===== config.mk =====
export PLATFORM = sky130hd
export DESIGN_NAME = uart_prog_loader
export DESIGN_NICKNAME = d
export VERILOG_FILES = /design/src/rtl/uart_prog_loader_pkg.sv /design/src/rtl/uart_prog_loader_rx.sv /design/src/rtl/uart_prog_loader.sv
export SDC_FILE = /design/constraint.sdc
export NUM_CORES = 1
export LEC_CHECK = 0
export ABC_AREA = 1
export CAP_MARGIN = 20
export CORE_MARGIN = 1.5
export CORE_UTILIZATION = 65
export CTS_BUF_LIST = sky130_fd_sc_hd__clkbuf_2 sky130_fd_sc_hd__clkbuf_4 sky130_fd_sc_hd__clkbuf_8
export CTS_CLUSTER_SIZE = 8
export DETAILED_ROUTE_END_ITERATION = 8
export DONT_BUFFER_PORTS = 1
export GPL_ROUTABILITY_DRIVEN = 0
export PLACE_DENSITY_LB_ADDON = 0.05
export SETUP_SLACK_MARGIN = 0.2
export SKIP_LAST_GASP = 1
export SLEW_MARGIN = 20
export SYNTH_ARGS = -nofsm -noshare
export SYNTH_HDL_FRONTEND = slang
export SYNTH_SLANG_ARGS = --single-unit

===== constraint.sdc =====
create_clock -name clk -period 2.4 [get_ports clk]
set_input_delay 0.48 -clock clk [delete_from_list [all_inputs] [get_ports clk]]
set_output_delay 0.48 -clock clk [all_outputs]
set_load 0.02 [all_outputs]

===== src/rtl/uart_prog_loader_pkg.sv =====
// ============================================================================
// Module   : uart_prog_loader_pkg
// Brief    : Shared state encodings and default bit timing for the UART loader.
// Revision : 1.0
// ============================================================================
`default_nettype none

package uart_prog_loader_pkg;

    localparam int unsigned c_default_clks_per_bit = 868;

    typedef enum logic [1:0] {
        RX_IDLE  = 2'd0,
        RX_START = 2'd1,
        RX_DATA  = 2'd2,
        RX_STOP  = 2'd3
    } rx_state_t;

    typedef enum logic [1:0] {
        LD_HDR0 = 2'd0,
        LD_HDR1 = 2'd1,
        LD_LOAD = 2'd2,
        LD_DONE = 2'd3
    } ld_state_t;

endpackage

`default_nettype wire


===== src/rtl/uart_prog_loader_rx.sv =====
// ============================================================================
// Module   : uart_rx_byte
// Brief    : 8N1 UART byte receiver with input synchronizer and sticky frame error.
// Revision : 1.0
// ============================================================================
`default_nettype none

module uart_rx_byte
    import uart_prog_loader_pkg::*;
#(
    parameter int CLKS_PER_BIT = c_default_clks_per_bit
) (
    input  logic       clk,
    input  logic       rst,
    input  logic       rx,
    output logic       byte_valid,
    output logic [7:0] byte_data,
    output logic       frame_err
);

    localparam int c_cnt_w = $clog2(CLKS_PER_BIT);

    logic                rx_meta_q, rx_sync_q;
    rx_state_t           state_q, state_d;
    logic [c_cnt_w-1:0]  cnt_q, cnt_d;
    logic [2:0]          bit_q, bit_d;
    logic [7:0]          shift_q, shift_d;
    logic                valid_q, valid_d;
    logic [7:0]          data_q, data_d;
    logic                ferr_q, ferr_d;
    logic                w_half, w_full;

    assign w_half = (cnt_q == c_cnt_w'(CLKS_PER_BIT / 2 - 1));
    assign w_full = (cnt_q == c_cnt_w'(CLKS_PER_BIT - 1));

    always_ff @(posedge clk) begin
        if (!rst) begin
            rx_meta_q <= 1'b1;
            rx_sync_q <= 1'b1;
            state_q   <= RX_IDLE;
            cnt_q     <= '0;
            bit_q     <= '0;
            shift_q   <= '0;
            valid_q   <= 1'b0;
            data_q    <= '0;
            ferr_q    <= 1'b0;
        end else begin
            rx_meta_q <= rx;
            rx_sync_q <= rx_meta_q;
            state_q   <= state_d;
            cnt_q     <= cnt_d;
            bit_q     <= bit_d;
            shift_q   <= shift_d;
            valid_q   <= valid_d;
            data_q    <= data_d;
            ferr_q    <= ferr_d;
        end
    end

    always_comb begin
        state_d = state_q;
        cnt_d   = cnt_q + c_cnt_w'(1);
        bit_d   = bit_q;
        shift_d = shift_q;
        valid_d = 1'b0;
        data_d  = data_q;
        ferr_d  = ferr_q;
        case (state_q)
            RX_IDLE: begin
                cnt_d = '0;
                if (!rx_sync_q) state_d = RX_START;
            end
            RX_START: begin
                // A start bit that is high again at mid-bit was only a glitch.
                if (w_half) begin
                    cnt_d   = '0;
                    bit_d   = '0;
                    state_d = rx_sync_q ? RX_IDLE : RX_DATA;
                end
            end
            RX_DATA: begin
                if (w_full) begin
                    cnt_d   = '0;
                    shift_d = {rx_sync_q, shift_q[7:1]};
                    bit_d   = bit_q + 3'd1;
                    if (bit_q == 3'd7) state_d = RX_STOP;
                end
            end
            RX_STOP: begin
                if (w_full) begin
                    cnt_d   = '0;
                    state_d = RX_IDLE;
                    if (rx_sync_q) begin
                        valid_d = 1'b1;
                        data_d  = shift_q;
                    end else begin
                        ferr_d  = 1'b1;
                    end
                end
            end
            default: state_d = RX_IDLE;
        endcase
    end

    assign byte_valid = valid_q;
    assign byte_data  = data_q;
    assign frame_err  = ferr_q;

endmodule

`default_nettype wire


===== src/rtl/uart_prog_loader.sv =====
// ============================================================================
// Module   : uart_prog_loader
// Brief    : Loads a length-prefixed little-endian word stream from UART into memory.
// Revision : 1.0
// ============================================================================
`default_nettype none

module uart_prog_loader
    import uart_prog_loader_pkg::*;
#(
    parameter int CLKS_PER_BIT = c_default_clks_per_bit,
    parameter int ADDR_W       = 14
) (
    input  logic              clk,
    input  logic              rst,
    input  logic              rx,
    output logic              wr_en,
    output logic [ADDR_W-1:0] wr_addr,
    output logic [31:0]       wr_data,
    output logic              busy,
    output logic              done,
    output logic              frame_err
);

    logic       w_byte_valid;
    logic [7:0] w_byte_data;

    uart_rx_byte #(
        .CLKS_PER_BIT (CLKS_PER_BIT)
    ) u_rx (
        .clk        (clk),
        .rst        (rst),
        .rx         (rx),
        .byte_valid (w_byte_valid),
        .byte_data  (w_byte_data),
        .frame_err  (frame_err)
    );

    ld_state_t         state_q, state_d;
    logic [15:0]       count_q, count_d;
    logic [1:0]        idx_q, idx_d;
    logic [23:0]       part_q, part_d;
    logic              wr_en_q, wr_en_d;
    logic [ADDR_W-1:0] wr_addr_q, wr_addr_d;
    logic [31:0]       wr_data_q, wr_data_d;
    logic              busy_q, busy_d;
    logic              done_q, done_d;

    always_ff @(posedge clk) begin
        if (!rst) begin
            state_q   <= LD_HDR0;
            count_q   <= '0;
            idx_q     <= '0;
            part_q    <= '0;
            wr_en_q   <= 1'b0;
            wr_addr_q <= '0;
            wr_data_q <= '0;
            busy_q    <= 1'b0;
            done_q    <= 1'b0;
        end else begin
            state_q   <= state_d;
            count_q   <= count_d;
            idx_q     <= idx_d;
            part_q    <= part_d;
            wr_en_q   <= wr_en_d;
            wr_addr_q <= wr_addr_d;
            wr_data_q <= wr_data_d;
            busy_q    <= busy_d;
            done_q    <= done_d;
        end
    end

    always_comb begin
        state_d   = state_q;
        count_d   = count_q;
        idx_d     = idx_q;
        part_d    = part_q;
        wr_en_d   = 1'b0;
        wr_addr_d = wr_en_q ? wr_addr_q + ADDR_W'(1) : wr_addr_q;
        wr_data_d = wr_data_q;
        busy_d    = busy_q;
        done_d    = done_q;
        case (state_q)
            LD_HDR0: begin
                if (w_byte_valid) begin
                    count_d[7:0] = w_byte_data;
                    busy_d       = 1'b1;
                    state_d      = LD_HDR1;
                end
            end
            LD_HDR1: begin
                if (w_byte_valid) begin
                    count_d[15:8] = w_byte_data;
                    idx_d         = '0;
                    if ({w_byte_data, count_q[7:0]} == 16'd0) begin
                        state_d = LD_DONE;
                        done_d  = 1'b1;
                        busy_d  = 1'b0;
                    end else begin
                        state_d = LD_LOAD;
                    end
                end
            end
            LD_LOAD: begin
                // count_q holds words still to write; zero while strobing means last word.
                if (wr_en_q && count_q == 16'd0) begin
                    state_d = LD_DONE;
                    done_d  = 1'b1;
                    busy_d  = 1'b0;
                end else if (w_byte_valid) begin
                    if (idx_q == 2'd3) begin
                        wr_en_d   = 1'b1;
                        wr_data_d = {w_byte_data, part_q};
                        count_d   = count_q - 16'd1;
                        idx_d     = '0;
                    end else begin
                        part_d[8*idx_q +: 8] = w_byte_data;
                        idx_d                = idx_q + 2'd1;
                    end
                end
            end
            default: ;
        endcase
    end

    assign wr_en   = wr_en_q;
    assign wr_addr = wr_addr_q;
    assign wr_data = wr_data_q;
    assign busy    = busy_q;
    assign done    = done_q;

endmodule

`default_nettype wire


==> out/results.ini, run 1 <==
[clocking]
postCtsHoldBufs=0
clk_latency_ps=420
clkSlewWorstSetupHoldPaths_ps=80
cts_buffers=17
ctsRootBufferMaster=clkbuf_8
clockBufferDepth=2
clock_sinks=128
tritoncts=built
htreeDepth=4

[setup_path]
start_kind=flop
crit_path_end_kind=flop
r2r_cells=9
critPathArrivalTime_ps=2350
critPathRequiredTime_ps=2750
r2r_start=u_rx.cnt_q[0]
path_class=reg -> reg
reg2reg_slack_ps=400
cp_max_fo=12
crit-reg2reg-capture=u_rx.bit_q[0]

[global_route]
use_met1_pct=32.16
grt_pass1_vias=4786
grt_busiest_layer=met2
antenna_found_initial=0
grt_use_total_pct=26.50
grt_first_pass_wirelength_um=20990
grtUsageMet2_pct=45.51
grt_max_degree=81
grt_overflow=0
use_met3_pct=6.763

[routing]
drtIter0Drc=254
totalWireLength_um=12110
num_vias=5078
wl_per_cell_um=13.01
drc=0
vias_per_cell=5.454
ant_nets=0
first_pass_iters=5

[logic_synthesis]
yosysSeqAreaShare_pct=44.13
yosys.cell_types.count=33
syn_area_per_cell_um2=7.099
synth_flop_cell=dfxtp_1
netlist_instances=818
ys_ff_latch=128
ys_warn_count=0
syn_nets=836
synth-async-reset-ratio_pct=0
synth_edf_count=0
synth_area_um2=5807

[placed_design]
io_buffer_count=0
hpwlAfterDp_um=8369
place_area_um2=5804

[floorplanning]
dieArea_um2=9509
rows=34
design.core.area_um2=8678
die_h_um=97.52
pin_count=53
die_x_um=97.52
start_util_pct=66.91

[sta]
finClkSkew_ps=11.87
hold_viol=0
fin_crit_sh_pct=83.34
grt_setup_unrepaired=false
finalCriticalPeriod_ps=2000
worst_pin_slew_ps=823.9
slew_violations=0
slew_headroom_pct=45.02
setup-violations-final=0
max_freq_mhz=499.9
tns_ps=0

[worst_hold_path]
holdPathStages=1
holdCritStartpoint=rx
hold_class=in -> reg
hold_path_end=u_rx.rx_meta_q

[finish]
fillers=744
seqCellArea_um2=2562
drive_gt1_share_pct=6.804
syn2layout_area_growth_pct=6.701
final_cell_area_um2=6196
nets=828
multi_input_area_um2=2770
antennaDiodeCount=0

[power]
internal-power_uw=3385
swShare_pct=31.69
peakVddDrop_mv=0.5014
p_switching_uw=1571
p_leak_uw=0.002498
comb_power_share_pct=18.6
p_clk_share_pct=35.5
pwr-share-seq_pct=45.9
p_per_area_nw_per_um2=799.9

[job]
cap_violations=0

[outcome]
status=complete, no violations

registers in the layout, summed over array words and instances, names as in the netlist, named ones only:
register and cells:
wr_data 32, part_q 24, count_q 16, wr_addr 14, u_rx.cnt_q 10, u_rx.byte_data 8, u_rx.shift_q 8, u_rx.bit_q 3
idx_q 2, state_q 2, busy 1, done 1, u_rx.byte_valid 1, u_rx.frame_err 1, u_rx.rx_meta_q 1, u_rx.rx_sync_q 1
u_rx.state_q 1, wr_en 1
per-layer routing:
metal	share of wire, %	vias to the layer above	wire length (um)
met2	48	120	5800
met3	5.7	18	685
li1	-	2636	-
met1	45	2304	5413
met5	0	-	0
met4	1.7	0	209
final cells by class:
type,count,share of cell area [%]
Inverter,83,5.129
Multi-Input combinational cell,576,44.71
Tap cell,108,2.181
Timing Repair Buffer,4,0.4847
Clock inverter,14,2.141
Sequential cell,128,41.36
Clock buffer,18,3.998
worst max-delay path, cell delays in order, from the launching register on:
cell and delay [ps]:
dfxtp_1 380, ha_1 230, nand2_1 70, nor2_1 130, nand3_1 130, inv_1 130, nand2_1 250, inv_1 350
o21ai_0 130, a21oi_1 130
power by group through the flow:
stage / sequential, uW / combinational (uW) / clock, uW
after floorplan: 2300 / 796 / 0
after global placement: 2320 / 885 / 0
after detailed placement: 2320 / 914 / 0
after CTS: 2270 / 919 / 1770
after global routing: 2280 / 1080 / 1870
final: 2270 / 923 / 1760
per-stage QoR:
| stage | util [%] | power (uW) | hold slack [ps] | cells | worst slack (ps) |
|---|---|---|---|---|---|
| 2_1_floorplan | - | 3098 | 392.5 | 818 | 720.5 |
| 3_3_place_gp | 66.88 | 3202 | 394.7 | 899 | 494.8 |
| 3_5_place_dp | 66.88 | 3232 | 406.2 | 899 | 398.0 |
| 4_1_cts | 71.27 | 4965 | 136.9 | 931 | 385.0 |
| 5_1_grt | 71.40 | 5229 | 127.7 | 931 | 226.6 |
| 6_report | 71.40 | 4956 | 160.6 | 931 | 399.7 |
synth_stat cells (5+ instances only):
library cell / instances / area, um2
nand2_1: 150 / 563.0
nor2_1: 135 / 506.7
dfxtp_1: 128 / 2562
a21oi_1: 88 / 440.4
inv_1: 80 / 300.3
o21ai_0: 68 / 340.3
nand3_1: 53 / 265.3
clkbuf_1: 22 / 82.58
nor3_1: 18 / 90.09
ha_1: 15 / 187.7
nand4_1: 11 / 68.82
buf_6: 6 / 67.56
xor2_1: 5 / 43.79
cell families (layout without fill, tap and decap cells):
family	Yosys count	in the layout	synth area share (%)
xor gates and xnor gates	9	9	1.357
buffers and inverters	114	119	8.253
AOI/OAI and AO/OA	163	163	14.33
adders and majority gates	15	15	3.232
and+or+nand+nor	389	389	28.70
DFF	128	128	44.13
cells in the final DEF, fill, tap and decap left out, types with 2 or more instances in the layout:
cell / count
nand2_1: 150
nor2_1: 135
dfxtp_1: 128
a21oi_1: 88
inv_1: 80
o21ai_0: 68
nand3_1: 52
nor3_1: 18
clkbuf_8: 18
ha_1: 15
nand4_1: 11
clkinvlp_4: 6
xor2_1: 5
nor2_2: 4
or2_2: 4
nor3b_1: 4
xnor2_1: 4
buf_4: 4
nand3_2: 3
nand2_2: 3
inv_6: 3
o21bai_1: 2
a211oi_1: 2
clkinv_2: 2
clkinv_4: 2
what timing repair did:
item	in CTS	in global routing
hold endpoints to repair	0	0
setup endpoints to repair	0	19
setup buffers	0	0
resized for setup	0	4
worst max path at each step:
stage                   from            end  slack (ps)  cells after the start
6_report       u_rx.cnt_q[0]  u_rx.bit_q[0]         400                      9
4_1_cts           count_q[0]    wr_data[15]         390                      9
2_1_floorplan          wr_en    wr_data[19]         720                     11
5_1_grt        u_rx.cnt_q[0]  u_rx.bit_q[2]         230                      9
3_3_place_gp      count_q[0]    wr_data[14]         490                      9
3_5_place_dp      count_q[0]    wr_data[15]         400                      9
Note: power is estimated with default switching activity, not from simulation.
==> run 2: changes to the inputs <==
- clock period: 2.4 -> 2 ns (I/O delays scaled with it)
==> run 2 against run 1 <==
  * Global-route usage rose by 0.56 points
  * Count of clock-buffer cells in the layout rose by 2
  * First-iteration DRC count rose by 2.0%
  * Non-clock buffer count rose by 13
  * Final area rose by 4.2%
  * Utilization rose by 3.0 points
  * Combinational power rose by 31%
  * Wire length rose by 5.4%
==> out/results.ini, run 2 (synthesis gave the netlist of run 1 again) <==
[clocking]
htreeDepth=4
tritoncts=built
clkSlewWorstSetupHoldPaths_ps=80
ctsRootBufferMaster=clkbuf_8
clockBufferDepth=2
clock_sinks=128
postCtsHoldBufs=0
clk_latency_ps=440
cts_buffers=17

[setup_path]
cp_cell_sequence=inv_1 -> ha_2 -> nand3_2 -> nor2_4 -> nand3_4 -> nand2_8 -> nand2_4 -> nand2_4 -> nand2_1 -> nand2_1 -> nor2_1
reg2reg_slack_ps=300
crit_family=simple AND/OR/NAND/NOR gates
start_kind=flop
critPathRequiredTime_ps=2340
crit_buf_inv=1
crit-reg2reg-capture=count_q[14]
r2r_cells=11
slowest_delay_ps=320
critPathArrivalTime_ps=2040
path_class=reg -> reg
crit_path_end_kind=flop
r2r_start=count_q[0]
crit_slowest_cell=dfxtp_1
cp_max_fo=7

[sta]
setup-violations-final=0
finClkSkew_ps=10.60
slew_headroom_pct=74.36
grt_setup_unrepaired=true
worst_pin_slew_ps=383.2
fin_crit_sh_pct=84.85
finalCriticalPeriod_ps=1697
slew_violations=0
max_freq_mhz=589.3
tns_ps=0
hold_viol=0

[worst_hold_path]
holdPathStages=1
holdCritStartpoint=rx
hold_path_end=u_rx.rx_meta_q
hold_class=in -> reg

[finish]
syn2layout_area_growth_pct=11.16
mostFrequentLayoutCell=nand2_1
mostFrequentLayoutCells=nand2_1, nor2_1, dfxtp_1
final_cell_area_um2=6455
fillers=706
largest_reg_flops=32
drive_gt1_share_pct=10.26
nets=843
antennaDiodeCount=0

[power]
p_switching_uw=1898
p_per_area_nw_per_um2=976.4
p_clk_share_pct=37.5
comb_power_share_pct=19.2
internal-power_uw=4405
swShare_pct=30.12
pwr-share-seq_pct=43.3
p_leak_uw=0.002616
peakVddDrop_mv=0.9469

[global_route]
antenna_found_initial=0
grt_pass1_vias=4784
grt_overflow=0
grt_max_degree=81
grt_use_total_pct=27.05
grt_first_pass_wirelength_um=21020

[routing]
totalWireLength_um=12760
drc=0
wl_per_cell_um=13.49
ant_nets=0
drtIter0Drc=259
vias_per_cell=5.455
num_vias=5160
first_pass_iters=6

[floorplanning]
die_h_um=97.52
die_x_um=97.52
start_util_pct=66.91
pin_count=53
dieArea_um2=9509
rows=34
design.core.area_um2=8678

[placed_design]
io_buffer_count=0
place_area_um2=5887
hpwlAfterDp_um=8493

[outcome]
status=complete, no violations

[job]
cap_violations=0

run 2: worst max path at each step:
stage	startpoint	endpoint	slack [ps]	depth (start not counted)
after floorplan	wr_en	wr_data[19]	320	11
after global placement	state_q[0]	wr_data[14]	200	8
after detailed placement	state_q[0]	wr_data[12]	50	8
after CTS	count_q[0]	part_q[12]	190	11
after global routing	count_q[12]	part_q[19]	140	9
final	count_q[0]	count_q[14]	300	11
run 2: repair_timing:
action,CTS,global route
cloned,0,2
pin swaps,0,1
buffers inserted,0,2
resized for setup,3,33
setup endpoints to repair,42,94
run 2: routing by layer:
metal / vias to the layer above / track usage (%) / part of all wire (%)
li1: 2664 / - / -
met1: 2318 / 33.13 / 45
met2: 150 / 44.39 / 48
met3: 28 / 6.978 / 5.4
met4: 0 / 12.97 / 2.4
met5: - / 0 / 0
run 2: power by group through the flow:
stage	combinational [uW]	clock, uW	sequential, uW
final	1210	2360	2730
after global routing	1370	2510	2740
after CTS	1100	2400	2730
after detailed placement	1090	0	2780
after global placement	1060	0	2780
after floorplan	955	0	2760
run 2: metrics by stage:
stage	hold WS, ps	util [%]	power (uW)	worst slack [ps]	instances
5_1_grt	37.84	74.38	6618	142.3	946
6_report	63.39	74.38	6303	302.9	946
3_3_place_gp	395.0	67.83	3840	199.8	910
3_5_place_dp	399.5	67.83	3875	51.84	910
2_1_floorplan	392.5	-	3718	320.5	818
4_1_cts	37.71	72.85	6229	194.6	942
run 2: final cells by class:
type,count,area [um2],share of cell area [%]
repair inverters,1,5.005,0.07753
multi-input cells,577,2865,44.39
clock buffers,20,269.0,4.167
clock inverters,12,156.4,2.423
inverters,83,327.8,5.078
well taps,108,135.1,2.093
flip-flops and latches,128,2565,39.74
repair buffers,17,131.4,2.035
==> run 3: changes to the inputs <==
- clock period: 2 -> 1.7 ns (I/O delays scaled with it)
==> run 3 against run 2 <==
  * The run now ends with negative setup slack left
  * Sequential share of layout area down 6.0 points
  * Power up 26%
  * Clock skew is 4.5 ps higher
  * Hold slack got worse by 56 ps
  * Combinational power is 67% higher
  * Worst setup slack got worse by 380 ps
  * Die area unchanged
  * Cell count up 5.3%
  * Utilization rose by 14 points
  * Global-route usage up 3.6 points
  * Largest cell class unchanged
  * Highest routed layer unchanged
==> out/results.ini, run 3 (synthesis gave the netlist of run 1 again) <==
[placed_design]
io_buffer_count=0
hpwlAfterDp_um=9106
place_area_um2=6122

[clocking]
clkSlewWorstSetupHoldPaths_ps=90
htreeDepth=4
clk_latency_ps=460
clockBufferDepth=2
tritoncts=built
cts_buffers=17
clock_sinks=128
ctsRootBufferMaster=clkbuf_8

[worst_hold_path]
hold_class=in -> reg

[finish]
syn2layout_area_growth_pct=32.39
drive_gt1_share_pct=29.95
mostFrequentLayoutCell=nand2_1
largest_reg_flops=32
fillers=398
mostFrequentLayoutCells=nand2_1, dfxtp_1, nor2_1
final_cell_area_um2=7687
antennaDiodeCount=0
nets=893

[floorplanning]
dieArea_um2=9509
start_util_pct=66.91
pin_count=53
die_x_um=97.52
rows=34
die_h_um=97.52
design.core.area_um2=8678

[routing]
totalWireLength_um=19540
ant_nets=0
vias_per_cell=6.275
first_pass_iters=8
wl_per_cell_um=19.62
drc=0
num_vias=6250
drtIter0Drc=711

[setup_path]
crit_top_cell=nor2_4
cp_cell_sequence=nor2_4 -> nand3_2 -> nor2_4 -> nand3_4 -> buf_6 -> nand2_1 -> o211ai_1 -> a21oi_1
crit_family=simple AND/OR/NAND/NOR gates
crit_slowest_cell=dfxtp_2
path_class=reg -> reg
start_kind=flop
crit_buf_inv=1
critPathArrivalTime_ps=2100
slowest_delay_ps=370
cp_max_fo=4
crit_path_end_kind=flop
critPathRequiredTime_ps=2030

[job]
cap_violations=0

[power]
peakVddDrop_mv=0.6701
p_total_uw=7946
p_leak_uw=0.002991
p_per_area_nw_per_um2=1034

[sta]
max_freq_mhz=564.2
hold_viol=0
fin_crit_sh_pct=104.3
finClkSkew_ps=15.06
grt_setup_unrepaired=true
finalCriticalPeriod_ps=1773
worst_pin_slew_ps=546.2
slew_violations=0
setup-violations-final=17
slew_headroom_pct=63.59
fin_ws_ps=-72.53

[global_route]
grt_pass1_vias=5321
antenna_found_initial=0
grt_use_total_pct=30.64
grt_overflow=0
grt_first_pass_wirelength_um=23630
grt_max_degree=79

[outcome]
violations=negative setup slack
status=finished, violations left

==> run 3: cell types whose count changed in the layout (fill, tap and decap cells not counted), sizes merged <==
| cell | change |
|---|---|
| buf | +43 |
| clkinv | -5 |
| inv | +5 |
| dlygate4sd3 | +4 |
| clkinvlp | +3 |
| bufinv | -2 |
| nand2 | +2 |
| clkbuf | -1 |
| nand3 | +1 |
==> run 3: report_power, final <==
| group | switching (uW) | internal [uW] | total [uW] |
|---|---|---|---|
| registers | 146 | 3090 | 3240 |
| clock network | 1440 | 1240 | 2680 |
| logic | 1260 | 763 | 2020 |
==> run 3: routing by layer <==
layer	global-route usage [%]	vias up	part of all wire [%]
li1	-	2784	-
met1	35.24	2854	36
met2	52.88	481	48
met3	7.338	131	9.6
met4	15.60	0	6.0
met5	0	-	0
==> run 3: layout make-up <==
cell class              count  area, um2  area share [%]
inverters                  83      347.8           4.525
clock buffers              18      247.7           3.223
multi-input cells         580       3582           46.60
clock inverters            14      145.1           1.888
repair buffers             65      638.1           8.301
flip-flops and latches    128       2591           33.71
well taps                 108      135.1           1.758
==> run 3: repair_timing <==
action / in CTS / in global routing
resized for setup: 60 / 178
endpoints found under the hold margin: 4 / 7
setup endpoints to repair: 111 / 111
pin swaps: 7 / 41
gates cloned: 2 / 5
setup buffers: 8 / 15
hold buffers: 2 / 2
==> run 3: worst paths after layout <==
| check | startpoint | endpoint | slack, ps | depth (start not counted) |
|---|---|---|---|---|
| max reg2reg | count_q[6] | idx_q[1] | -70 | 8 |
| min reg2reg | u_rx.rx_meta_q | u_rx.rx_sync_q | 430 | 1 |
| min | rst | wr_data[28] | 7 | 2 |
| max | count_q[6] | idx_q[1] | -70 | 8 |
==> run 3: worst reg2reg max path, stage by stage, from the launching register on <==
cell      delay, ps
dfxtp_2         370
nor2_4          160
nand3_2         130
nor2_4          180
nand3_4         150
buf_6           180
nand2_1          50
o211ai_1        100
a21oi_1         310
==> run 3: metrics by stage <==
step                instances  util, %  TNS [ps]  worst slack (ps)  hold WS (ps)
floorplan                 818        -         0             118.8         392.5
global placement          930    70.55         0             83.30         394.0
detailed placement        930    70.55    -29.58            -16.12         409.1
CTS                       974    78.47         0             123.6        0.7084
global route              996    88.58     -2466            -162.8        -4.695
finish                    996    88.58    -390.3            -72.53         7.322
